[config.mk]
export PLATFORM = sky130hd
export DESIGN_NAME = multicycle_ctrl
export DESIGN_NICKNAME = d
export VERILOG_FILES = /design/src/rtl/multicycle_ctrl.sv
export SDC_FILE = /design/constraint.sdc
export NUM_CORES = 1
export LEC_CHECK = 0
export CORE_UTILIZATION = 41
export CTS_BUF_LIST = sky130_fd_sc_hd__clkbuf_8
export CTS_CLUSTER_DIAMETER = 80
export DETAILED_ROUTE_END_ITERATION = 8
export PLACE_DENSITY_LB_ADDON = 0.3
export SLEW_MARGIN = 10
export SYNTH_ARGS = -nofsm -noshare
export SYNTH_HDL_FRONTEND = slang
export SYNTH_SLANG_ARGS = --single-unit
[constraint.sdc]
create_clock -name CLK -period 3.1 [get_ports CLK]
set_input_delay 0.62 -clock CLK [delete_from_list [all_inputs] [get_ports CLK]]
set_output_delay 0.62 -clock CLK [all_outputs]
set_load 0.02 [all_outputs]
[src/rtl/multicycle_ctrl.sv]
// multicycle_ctrl: multi-cycle control unit for the MIPS CPU.
// Steps each instruction through IF/ID/EXE/MEM/WB and is the only block that
// decides when the PC register is written. The state is held in a register,
// and every output is a combinational decode of state, op, funct and zero.
// Optional build macro MULTICYCLE_CTRL_MEM_WAIT_EN adds a mem_ready input.
// With it, MEM waits on the data memory until mem_ready is high.
//
// Handshake (macro defined): MEM asserts mRD/mWR for its whole residency.
// A cycle where mem_ready = 1 completes the access. That cycle is the only
// one in which MEM can leave, or in which sw pulses PCWre.
module multicycle_ctrl #(
  parameter int OP_W    = 6,
  parameter int STATE_W = 4
) (
  input  logic               CLK,
  input  logic               RST,
  input  logic [OP_W-1:0]    op,
  input  logic [OP_W-1:0]    funct,
  input  logic               zero,
`ifdef MULTICYCLE_CTRL_MEM_WAIT_EN
  input  logic               mem_ready,
`endif
  output logic               PCWre,
  output logic [1:0]         PCSrc,
  output logic               IRWre,
  output logic               RegWre,
  output logic [1:0]         RegDst,
  output logic               WrRegDSrc,
  output logic               DBDataSrc,
  output logic               ALUSrcB,
  output logic               ExtSel,
  output logic [2:0]         ALUOp,
  output logic               mRD,
  output logic               mWR,
  output logic               halted,
  output logic [STATE_W-1:0] state
);

  typedef enum logic [3:0] {
    S_IF     = 4'b0000,
    S_ID     = 4'b0001,
    S_EXE_AL = 4'b0010,
    S_EXE_LS = 4'b0011,
    S_EXE_BR = 4'b0100,
    S_MEM    = 4'b0101,
    S_WB_AL  = 4'b0110,
    S_WB_LD  = 4'b0111,
    S_HALT   = 4'b1000
  } state_t;

  // Instruction classes: each class picks one path through the FSM.
  typedef enum logic [2:0] {
    K_NOP, K_ALU, K_LW, K_SW, K_BR, K_JMP, K_HALT
  } kind_t;

  localparam logic [OP_W-1:0] OP_RTYPE = OP_W'(6'b000000);
  localparam logic [OP_W-1:0] OP_ADDI  = OP_W'(6'b001000);
  localparam logic [OP_W-1:0] OP_ORI   = OP_W'(6'b001101);
  localparam logic [OP_W-1:0] OP_LW    = OP_W'(6'b100011);
  localparam logic [OP_W-1:0] OP_SW    = OP_W'(6'b101011);
  localparam logic [OP_W-1:0] OP_BEQ   = OP_W'(6'b000100);
  localparam logic [OP_W-1:0] OP_BNE   = OP_W'(6'b000101);
  localparam logic [OP_W-1:0] OP_J     = OP_W'(6'b000010);
  localparam logic [OP_W-1:0] OP_JAL   = OP_W'(6'b000011);
  localparam logic [OP_W-1:0] OP_HALT  = OP_W'(6'b111111);

  localparam logic [OP_W-1:0] FN_ADD   = OP_W'(6'b100000);
  localparam logic [OP_W-1:0] FN_SUB   = OP_W'(6'b100010);
  localparam logic [OP_W-1:0] FN_AND   = OP_W'(6'b100100);
  localparam logic [OP_W-1:0] FN_OR    = OP_W'(6'b100101);
  localparam logic [OP_W-1:0] FN_SLT   = OP_W'(6'b101010);
  localparam logic [OP_W-1:0] FN_JR    = OP_W'(6'b001000);

  localparam logic [2:0] ALU_ADD = 3'b000;
  localparam logic [2:0] ALU_SUB = 3'b001;
  localparam logic [2:0] ALU_AND = 3'b010;
  localparam logic [2:0] ALU_OR  = 3'b011;
  localparam logic [2:0] ALU_SLT = 3'b100;

  state_t state_q;
  state_t state_d;

  logic   is_r, r_alu, is_jr, is_addi, is_ori, is_lw, is_sw;
  logic   is_beq, is_bne, is_j, is_jal, is_halt;
  kind_t  kind;
  logic   br_taken;
  logic   mem_done;

  logic       dec_alusrcb;
  logic       dec_extsel;
  logic [2:0] dec_aluop;

  logic       pc_final;
  logic [1:0] pc_sel;
  logic       reg_wr;
  logic       mem_wr;

`ifdef MULTICYCLE_CTRL_MEM_WAIT_EN
  assign mem_done = mem_ready;
`else
  assign mem_done = 1'b1;
`endif

  // Instruction decode: class, branch outcome and ALU control from op/funct.
  always_comb begin
    is_r     = (op == OP_RTYPE);
    is_jr    = is_r && (funct == FN_JR);
    r_alu    = is_r && ((funct == FN_ADD) || (funct == FN_SUB) ||
                        (funct == FN_AND) || (funct == FN_OR)  ||
                        (funct == FN_SLT));
    is_addi  = (op == OP_ADDI);
    is_ori   = (op == OP_ORI);
    is_lw    = (op == OP_LW);
    is_sw    = (op == OP_SW);
    is_beq   = (op == OP_BEQ);
    is_bne   = (op == OP_BNE);
    is_j     = (op == OP_J);
    is_jal   = (op == OP_JAL);
    is_halt  = (op == OP_HALT);
    br_taken = (is_beq && zero) || (is_bne && !zero);

    kind = K_NOP;
    if (r_alu || is_addi || is_ori) kind = K_ALU;
    else if (is_lw)                 kind = K_LW;
    else if (is_sw)                 kind = K_SW;
    else if (is_beq || is_bne)      kind = K_BR;
    else if (is_j || is_jal || is_jr) kind = K_JMP;
    else if (is_halt)               kind = K_HALT;

    dec_alusrcb = is_addi || is_ori || is_lw || is_sw;
    dec_extsel  = is_addi || is_lw || is_sw;
    dec_aluop   = ALU_ADD;
    if (is_beq || is_bne) dec_aluop = ALU_SUB;
    else if (is_ori)      dec_aluop = ALU_OR;
    else if (r_alu) begin
      if (funct == FN_SUB)      dec_aluop = ALU_SUB;
      else if (funct == FN_AND) dec_aluop = ALU_AND;
      else if (funct == FN_OR)  dec_aluop = ALU_OR;
      else if (funct == FN_SLT) dec_aluop = ALU_SLT;
      else                      dec_aluop = ALU_ADD;
    end
  end

  // State register; reset parks the sequencer in IF from any state.
  always_ff @(posedge CLK) begin
    if (RST) state_q <= S_IF;
    else     state_q <= state_d;
  end

  // Next-state selection: the ID decode picks the path for the instruction.
  always_comb begin
    state_d = S_IF;
    case (state_q)
      S_IF:     state_d = S_ID;
      S_ID: begin
        case (kind)
          K_ALU:       state_d = S_EXE_AL;
          K_LW, K_SW:  state_d = S_EXE_LS;
          K_BR:        state_d = S_EXE_BR;
          K_HALT:      state_d = S_HALT;
          default:     state_d = S_IF;
        endcase
      end
      S_EXE_AL: state_d = S_WB_AL;
      S_EXE_LS: state_d = S_MEM;
      S_EXE_BR: state_d = S_IF;
      S_MEM: begin
        if (!mem_done) state_d = S_MEM;
        else if (is_lw) state_d = S_WB_LD;
        else            state_d = S_IF;
      end
      S_WB_AL:  state_d = S_IF;
      S_WB_LD:  state_d = S_IF;
      S_HALT:   state_d = S_HALT;
      default:  state_d = S_IF;
    endcase
  end

  // Output decode: the last state of each instruction writes the PC; reset
  // masks every datapath write strobe.
  always_comb begin
    pc_final  = 1'b0;
    pc_sel    = 2'b00;
    reg_wr    = 1'b0;
    mem_wr    = 1'b0;
    IRWre     = 1'b0;
    RegDst    = 2'b00;
    WrRegDSrc = 1'b0;
    DBDataSrc = 1'b0;
    ALUSrcB   = 1'b0;
    ExtSel    = 1'b0;
    ALUOp     = ALU_ADD;
    mRD       = 1'b0;
    halted    = 1'b0;

    case (state_q)
      S_IF: IRWre = !RST;
      S_ID: begin
        if (kind == K_JMP || kind == K_NOP) pc_final = 1'b1;
        if (is_j || is_jal) pc_sel = 2'b11;
        else if (is_jr)     pc_sel = 2'b10;
        if (is_jal) begin
          reg_wr    = 1'b1;
          RegDst    = 2'b10;
          WrRegDSrc = 1'b0;
        end
      end
      S_EXE_BR: begin
        pc_final = 1'b1;
        pc_sel   = br_taken ? 2'b01 : 2'b00;
      end
      S_MEM: begin
        mRD    = is_lw;
        mem_wr = is_sw;
        if (is_sw && mem_done) pc_final = 1'b1;
      end
      S_WB_AL: begin
        pc_final  = 1'b1;
        reg_wr    = 1'b1;
        RegDst    = is_r ? 2'b01 : 2'b00;
        WrRegDSrc = 1'b1;
      end
      S_WB_LD: begin
        pc_final  = 1'b1;
        reg_wr    = 1'b1;
        RegDst    = 2'b00;
        WrRegDSrc = 1'b1;
        DBDataSrc = 1'b1;
      end
      S_HALT: halted = 1'b1;
      default: ;
    endcase

    // ALU control follows the instruction once it has been fetched.
    if (state_q != S_IF && state_q != S_HALT) begin
      ALUSrcB = dec_alusrcb;
      ExtSel  = dec_extsel;
      ALUOp   = dec_aluop;
    end

    PCWre  = pc_final && !RST;
    PCSrc  = PCWre ? pc_sel : 2'b00;
    RegWre = reg_wr && !RST;
    mWR    = mem_wr && !RST;
  end

  assign state = STATE_W'(state_q);

endmodule

Word level (Yosys, flattened, before mapping)
Cells that the tools add are included.
Word-level totals
  bits of input ports: 15
  output and inout port bits: 21
  word-level logic and storage cells: 102
  flip-flop bits (word level): 4
Cells by class
  equal/unequal tests: 30
  reduce and logical (&&, ||, !) cells: 33
  muxes and demuxes: 38
Operators by type and width (number)
  == test 6 bit (second input constant): 8
  2-to-1 mux 3 bit: 15
  case mux 4 bit (6 select lines): 1
  == test 6 x 4 -> 1 bit (second input constant): 3
  == test 4 x 3 -> 1 bit (second input constant): 4
  logical OR 1 bit: 16
  case mux 4 bit (4 select lines): 1
  2-to-1 mux 1 bit: 13
  == test 6 x 2 -> 1 bit (second input constant): 2
  == test 6 x 3 -> 1 bit (second input constant): 2
  == test 3 bit (second input constant): 3
  == test 4 x 2 -> 1 bit (second input constant): 2
  logical AND 1 bit: 8
  2-to-1 mux 2 bit: 4
  case mux 2 bit (2 select lines): 2
  == test 3 x 2 -> 1 bit (second input constant): 2
  logical NOT 6 bit: 1
  == test 4 x 1 -> 1 bit (second input constant): 1
  == test 4 bit (second input constant): 1
  logical NOT 4 bit: 1
  != test 4 bit (second input constant): 1
  nonzero test 4 bit: 1
  OR reduction 2 bit: 2
  == test 3 x 1 -> 1 bit (second input constant): 1
  other kinds (5): 6

Longest topological paths before layout
Gate-level depths: netlist (run 1).
  word-level depth: 15
  depth in mapped cells: 6
  gate-level depth less buffers: 5

Worst setup path after synthesis (run 1)
No wires, ideal clock.
  path type: in2out
  start point: input op[0]
  end point: output ExtSel
  stages: 3
  data arrival time: 2.156 ns
  setup slack: 0.324 ns
  cells stage by stage: nor3_1 > nand2_1 > a2111oi_0
Between the ends
  longest elaborated chain between the ends: 4
  elaborated cells on any way between the ends: 6
  classes of those cells: 3 x eq/ne; 1 x mux; 2 x reduce/logical
Ends and longest elaborated chain
  start: declaration: RTL line 17  | input logic [OP_W-1:0] op,
  == test 6 x 4 -> 1 bit or == test 6 bit (tied branches): RTL line 111, 113
  logical OR 1 bit: RTL line 131  | dec_extsel = is_addi || is_lw || is_sw;
  logical OR 1 bit (*): RTL line 131
  2-to-1 mux 1 bit (*): RTL line 235  | if (state_q != S_IF && state_q != S_HALT) begin
  end: declaration: RTL line 31  | output logic ExtSel,
Mark *: on every way between the ends. The rest lies on a longest branch, timed or not.

Worst setup path after layout (run 1)
  start point: input op[5]
  end point: output PCWre
Between the ends
  longest elaborated chain between the ends: 13
  elaborated cells on any way between the ends: 30
  classes of those cells: 10 x eq/ne; 9 x mux; 11 x reduce/logical
Ends and longest elaborated chain
  == test 6 x 2 -> 1 bit, or another cell as far along: RTL line 117  | is_j = (op == OP_J);
  logical OR 1 bit or logical AND 1 bit (tied branches): RTL line 127, 107
  logical OR 1 bit: RTL line 127  | else if (is_j || is_jal || is_jr) kind = K_JMP;
  2-to-1 mux 3 bit: RTL line 127
  2-to-1 mux 3 bit: RTL line 126  | else if (is_beq || is_bne) kind = K_BR;
  2-to-1 mux 3 bit: RTL line 125  | else if (is_sw) kind = K_SW;
  2-to-1 mux 3 bit: RTL line 124  | else if (is_lw) kind = K_LW;
  2-to-1 mux 3 bit: RTL line 123  | if (r_alu || is_addi || is_ori) kind = K_ALU;
  == test 3 bit or logical NOT 3 bit (tied branches): RTL line 199  | if (kind == K_JMP || kind == K_NOP) pc_final = 1'b1;
  logical OR 1 bit: RTL line 199
  2-to-1 mux 1 bit: RTL line 199
  case mux 1 bit (3 select lines) (*): RTL line 196  | case (state_q)
  logical AND 1 bit (*): RTL line 241  | PCWre = pc_final && !RST;
  end: declaration: RTL line 23  | output logic PCWre,
Marked as above.

==> results of run 1 <==
==> tightest hold or removal path: stages (launching register included) <==
cell and delay, ns:
dfxtp_1 0.32, buf_4 0.18, nor4_1 0.07
==> metrics by stage <==
step / instance area (um^2) / hold slack [ns] / setup WS [ns] / std cells
after floorplan: 618 / 0.696 / 0.324 / 93
after global placement: 1140 / 0.581 / -0.331 / 162
after detailed placement: 1140 / 0.594 / -0.420 / 162
after CTS: 1180 / 0.612 / -0.119 / 165
after global routing: 1190 / 0.630 / -0.0243 / 165
final: 1190 / 0.609 / 0.0205 / 165
==> timing repair <==
| action | 4_1_cts | 5_1_grt |
|---|---|---|
| pin swaps | 0 | 1 |
| endpoints found under the setup margin | 12 | 6 |
| gates resized for setup | 16 | 16 |
==> worst paths after layout <==
kind	slack, ns	cells past startpoint	to	from
worst max-delay path	0.02	8	PCWre	op[5]
worst min-delay path	0.61	2	state[3]	state[1]
worst max register to register	1.75	4	state[1]	state[1]
worst min register to register	0.61	2	state[3]	state[1]
==> power by group through the flow <==
stage | clock [uW] | sequential (uW) | combinational [uW]
after floorplan | 0 | 57.9 | 35.7
after global placement | 0 | 55.0 | 92.6
after detailed placement | 0 | 55.0 | 95.3
after CTS | 108 | 54.5 | 96.0
after global routing | 112 | 54.5 | 105
final | 107 | 54.5 | 98.9
==> cell type report <==
| class | count | area (um^2) | share of cell area [%] |
|---|---|---|---|
| multi-input cells | 80 | 528 | 44.4 |
| repair buffers | 59 | 507 | 42.6 |
| flip-flops and latches | 4 | 80.1 | 6.73 |
| clock buffers | 3 | 41.3 | 3.47 |
| well taps | 15 | 18.8 | 1.58 |
| inverters | 4 | 15.0 | 1.26 |
==> per-layer routing <==
layer / global-route usage (%) / vias to the layer above / routed length [um]
met5: 0 / - / 0
met4: 5.83 / 0 / 17
met3: 2.17 / 4 / 154
met2: 62.9 / 49 / 1410
met1: 32.4 / 451 / 970
li1: - / 466 / -
==> cell families (layout without fill, tap and decap cells) <==
group / after synthesis / after routing / share of synthesized area [%]
and+or+nand+nor: 57 / 57 / 55.5
buffers and inverters: 9 / 66 / 6.88
AOI/OAI and AO/OA: 21 / 21 / 21.5
muxes: 1 / 1 / 1.82
DFF: 4 / 4 / 13.0
xor gates and xnor gates: 1 / 1 / 1.42
==> layout by cell type, fill, tap and decap left out, types with 4 or more instances in the layout <==
cell             netlist  final
nor2b_1                4      4
nor2_1                 6      6
dlygate4sd2_1          0      7
o21ai_0                4      4
a21oi_1                5      5
nand3_1                5      5
clkdlybuf4s50_1        0     20
buf_4                  0     24
nand2_1                6      6
dfxtp_1                4      4
inv_1                  4      4
nor3_1                 9      8
==> run_results.csv, run 1 <==
group,metric,value,unit
run_status,status,"finished, final reports clean",
power_and_ir_drop,cellPowerDensity,219,nW/um^2
cts,cts_sinks,4,
timing,drv_slew,0,
power_and_ir_drop,ir_drop,261,uV
synth,avgSynthCellArea,6.65,um^2
finish,diodes,0,
cts,cts_setup_buffers,0,
setup_path,crit_required,2.48,ns
finish,nets,167,
cts,cts_hold_buf,0,
setup_path,start_kind,"input pin",
timing,fin_crit,3.08,ns
finish,fin_util,88.1,%
global_routing,grt.overflow.total,0,
timing,setup_viol_count_final,0,
flow_run,maxCapViolations,0,
synth,syn-num-nets,108,
timing,finClkSkew,0.00349,ns
cts,htreeDepth,1,
synth,synth_cells,93,
floorplan,rows,13,
finish,fillers,78,
finish,layout-drive-gt1-share,26.7,%
routing,post_drt_via_cell_ratio,5.88,
global_routing,antenna_found_initial,0,
cts,clk_path_buf_depth,2,
global_routing,grt_pass1_vias,843,
routing,drt-initial-drc-count,40,
floorplan,dieArea,1670,um^2
synth,ys.flop_type,"dfxtp_1",
setup_path,path_class,"in2out",
cts,clkLatencyLatePin,0.21,ns
routing,route.detailed.drc,0,
synth,async_flop_share,0,%
placement,dpl.hpwl,1.88,mm
floorplan,die-width,40.8,um
synth,yosys_warnings,0,
setup_path,worstPathArrival,2.46,ns
routing,ant_nets,0,
floorplan,initial_core_util,45.8,%
cts,clk_pin_slew,0.03,ns
timing,slew_headroom,53.9,%
floorplan,fp.dieH,40.8,um
timing,post-route-period-util,99.3,%
synth,ys_seq_area_share,13.0,%
timing,setup_tns,0,ns
setup_path,crit_family,"buffers and inverters",
global_routing,grt_pass1_wl,3.48,mm
cts,cts_root_buffer,"clkbuf_8",
setup_path,crit_buf_inv,3,
placement,finalWeightedCongestion,0.939,
timing,tightest_slew,0.686,ns
routing,wirelength,2.55,mm
timing,fmax,0.325,GHz
power_and_ir_drop,switching_share,28.5,%
power_and_ir_drop,internal-power,186,uW
synth,yosys-top-cells-count,"nor3_1 (9), nand2_1 (6), nor2_1 (6), a21oi_1 (5), nand3_1 (5)",
synth,synthDominantCellAreaShare,13.0,%
synth,netlist_top_cells_area,"dfxtp_1 (13%), nor3_1 (7.3%), a21oi_1 (4.0%)",
setup_path,worstPathMaxFanout,4,
setup_path,cp_slowest_stage_delay,0.54,ns
power_and_ir_drop,pwr-share-comb,38.0,%
synth,synth_edf_count,0,
global_routing,grtUsageTotal,30.5,%
routing,vias,970,
power_and_ir_drop,p_sw,74.1,uW
routing,dr.pass1.iters,4,
finish,area_growth,92.5,%
synth,ys_ff_latch,4,
power_and_ir_drop,finalPower,260,uW
cts,cts_tree,"done",
finish,largest_register_ffs,4,
global_routing,grt_max_degree,14,
power_and_ir_drop,p_clk_share,41.0,%
setup_path,cpMaxStageDelayCell,"clkdlybuf4s50_1",
synth,synthesis.area,618,um^2
floorplan,coreArea,1350,um^2
setup_path,crit_path_end_kind,"primary output",
cts,numCtsBuffers,3,
placement,io_buffers,35,
power_and_ir_drop,p_leak,0.000538,uW
synth,post-synth-top-area-cell,"dfxtp_1",
routing,wl_per_cell,15.5,um
floorplan,ioPinCount,36,
power_and_ir_drop,power_frac_seq,21.0,%
worst_hold_path,hp-class,"reg2reg",
timing,hold_violations,0,
setup_path,crit_path_cell_trace,"clkdlybuf4s50_1, buf_4, nand3_1, nor3_1, nand2_1, a211oi_1, a21o_1, clkbuf_2",
synth,ys_types,39,
synth,synth.most_common_cell,"nor3_1",
Power figures use the tool's default switching activity.
==> run 2, diff against run 1 <==
--- a/config.mk
+++ b/config.mk
@@ -6,7 +6,7 @@
 export NUM_CORES = 1
 export LEC_CHECK = 0
 export CORE_UTILIZATION = 41
-export CTS_BUF_LIST = sky130_fd_sc_hd__clkbuf_8
+export CTS_BUF_LIST = sky130_fd_sc_hd__clkbuf_4
 export CTS_CLUSTER_DIAMETER = 80
 export DETAILED_ROUTE_END_ITERATION = 8
 export PLACE_DENSITY_LB_ADDON = 0.3
==> run 2 against run 1 <==
Compared with the run above:
- cell area decreased by 2.1%
- via count is 2.6% lower
- sequential share of layout area grew 0.14 points
- register-to-register slack gained 0.03 ns
- first-iteration DRC count fell by 65%
- setup slack improved by 0.087 ns
- clock power down 44%
- critical path depth stayed put
- core utilization decreased by 1.9 points
- total power fell by 19%
- worst hold slack worse by 0.010 ns
==> run_results.csv, run 2 (synthesis results as in run 1) <==
group,metric,value,unit
cts,clk_path_buf_depth,2,
global_routing,grt_use_met1,30.1,%
routing,wirelength,2.32,mm
finish,diodes,0,
timing,finClkSkew,0.00347,ns
timing,setup_tns,0,ns
timing,whs,0.599,ns
finish,area_growth,88.5,%
global_routing,use_met2,56.6,%
floorplan,fp.dieH,40.8,um
floorplan,initial_core_util,45.8,%
cts,numCtsBuffers,3,
setup_path,crit_buf_inv,3,
timing,rsz0062_at_grt,"false",
power_and_ir_drop,finalPower,211,uW
timing,timing.final.ws_setup,0.107,ns
finish,layout_common_cells,"buf_4 (24), clkdlybuf4s50_1 (21), nor3_1 (8)",
placement,place_ws,-0.420,ns
setup_path,crit_path_end_kind,"primary output",
setup_path,path_class,"in2out",
floorplan,dieArea,1670,um^2
flow_run,maxCapViolations,0,
finish,fin_area,1160,um^2
timing,drv_slew,0,
global_routing,top_usage_layer,"met2",
setup_path,crit_family,"buffers and inverters",
setup_path,start_kind,"input pin",
finish,layout-drive-gt1-share,26.0,%
cts,cts_hold_buf,0,
setup_path,crit_start,"op[5]",
placement,io_buffers,35,
routing,route.detailed.drc,0,
global_routing,use_met3,2.72,%
finish,final_common_cell,"buf_4",
floorplan,rows,13,
placement,finalWeightedCongestion,0.939,
cts,htreeDepth,1,
cts,clk_pin_slew,0.04,ns
timing,hold_violations,0,
finish,largest_register_ffs,4,
cts,cts_root_buffer,"clkbuf_4",
power_and_ir_drop,cellPowerDensity,182,nW/um^2
global_routing,grtUsageTotal,28.1,%
routing,wl_per_cell,14.1,um
cts,cts_setup_buffers,0,
global_routing,grt_pass1_vias,836,
floorplan,coreArea,1350,um^2
floorplan,ioPinCount,36,
routing,drt-initial-drc-count,14,
placement,place_area,1140,um^2
floorplan,die-width,40.8,um
setup_path,worstPathArrival,2.37,ns
power_and_ir_drop,ir_drop,288,uV
setup_path,crit_required,2.48,ns
setup_path,worstPathMaxFanout,4,
timing,post-route-period-util,96.5,%
setup_path,cp_slowest_stage_delay,0.54,ns
placement,dpl.hpwl,1.88,mm
timing,fin_crit,2.99,ns
cts,clkLatencyLatePin,0.22,ns
timing,fmax,0.334,GHz
cts,cts_tree,"done",
finish,fillers,82,
routing,dr.pass1.iters,4,
worst_hold_path,hp-start,"state[1]",
global_routing,grt.overflow.total,0,
timing,tightest_slew,0.689,ns
timing,setup_viol_count_final,0,
power_and_ir_drop,p_leak,0.000537,uW
timing,slew_headroom,53.7,%
setup_path,cpMaxStageDelayCell,"clkdlybuf4s50_1",
run_status,status,"finished, final reports clean",
routing,post_drt_via_cell_ratio,5.73,
routing,vias,945,
setup_path,crit_path_cell_trace,"clkdlybuf4s50_1, buf_4, nand3_1, nor3_1, nand2_1, a211oi_1, a21o_1, clkbuf_2",
finish,nets,167,
global_routing,grt_max_degree,14,
setup_path,timing.rr.start,"state[3]",
cts,cts_sinks,4,
routing,ant_nets,0,
global_routing,grt_pass1_wl,3.26,mm
worst_hold_path,hp-class,"reg2reg",
global_routing,antenna_found_initial,0,
-- run 2: cell types whose count changed in the layout (fill, tap and decap cells not counted), sizes merged --
cell,change
clkdlybuf4s15,-1
clkdlybuf4s50,+1
-- run 2: timing repair --
| item | 4_1_cts | 5_1_grt |
|---|---|---|
| resized for setup | 14 | 15 |
| endpoints found under the setup margin | 12 | 7 |
| pin swaps | 0 | 1 |
-- run 2: routing by layer --
metal / vias up / wire length, um
met1: 448 / 977
met4: 0 / 0
met5: - / 0
met3: 0 / 82
li1: 470 / -
met2: 27 / 1260
-- run 2: worst register-to-register path: stages (launching register included) --
cell and delay (ns):
dfxtp_1 0.39, or4_1 0.55, buf_4 0.16, o22ai_1 0.15
-- run 2: power breakdown --
part	internal [uW]	switching, uW
logic	49.7	47.4
registers	53.5	0.885
clock network	43.0	17.0
-- run 2: path summary, 6_finish.rpt --
path / slack, ns / cells after the start / end
max: 0.11 / 8 / PCWre
min reg2reg: 0.60 / 2 / state[3]
min: 0.60 / 2 / state[3]
max reg2reg: 1.78 / 3 / state[1]
-- run 2: area by class of cell --
type	instances	area (um^2)	share of cell area [%]
Clock buffer	3	22.5	1.93
Inverter	4	15.0	1.29
Multi-Input combinational cell	80	522	44.8
Sequential cell	4	80.1	6.87
Tap cell	15	18.8	1.61
Timing Repair Buffer	59	507	43.5
-- run 2: stage by stage --
step	cells	utilization, %
floorplan	93	-
global placement	162	84.4
detailed placement	162	84.4
CTS	165	85.4
global route	165	86.3
finish	165	86.3
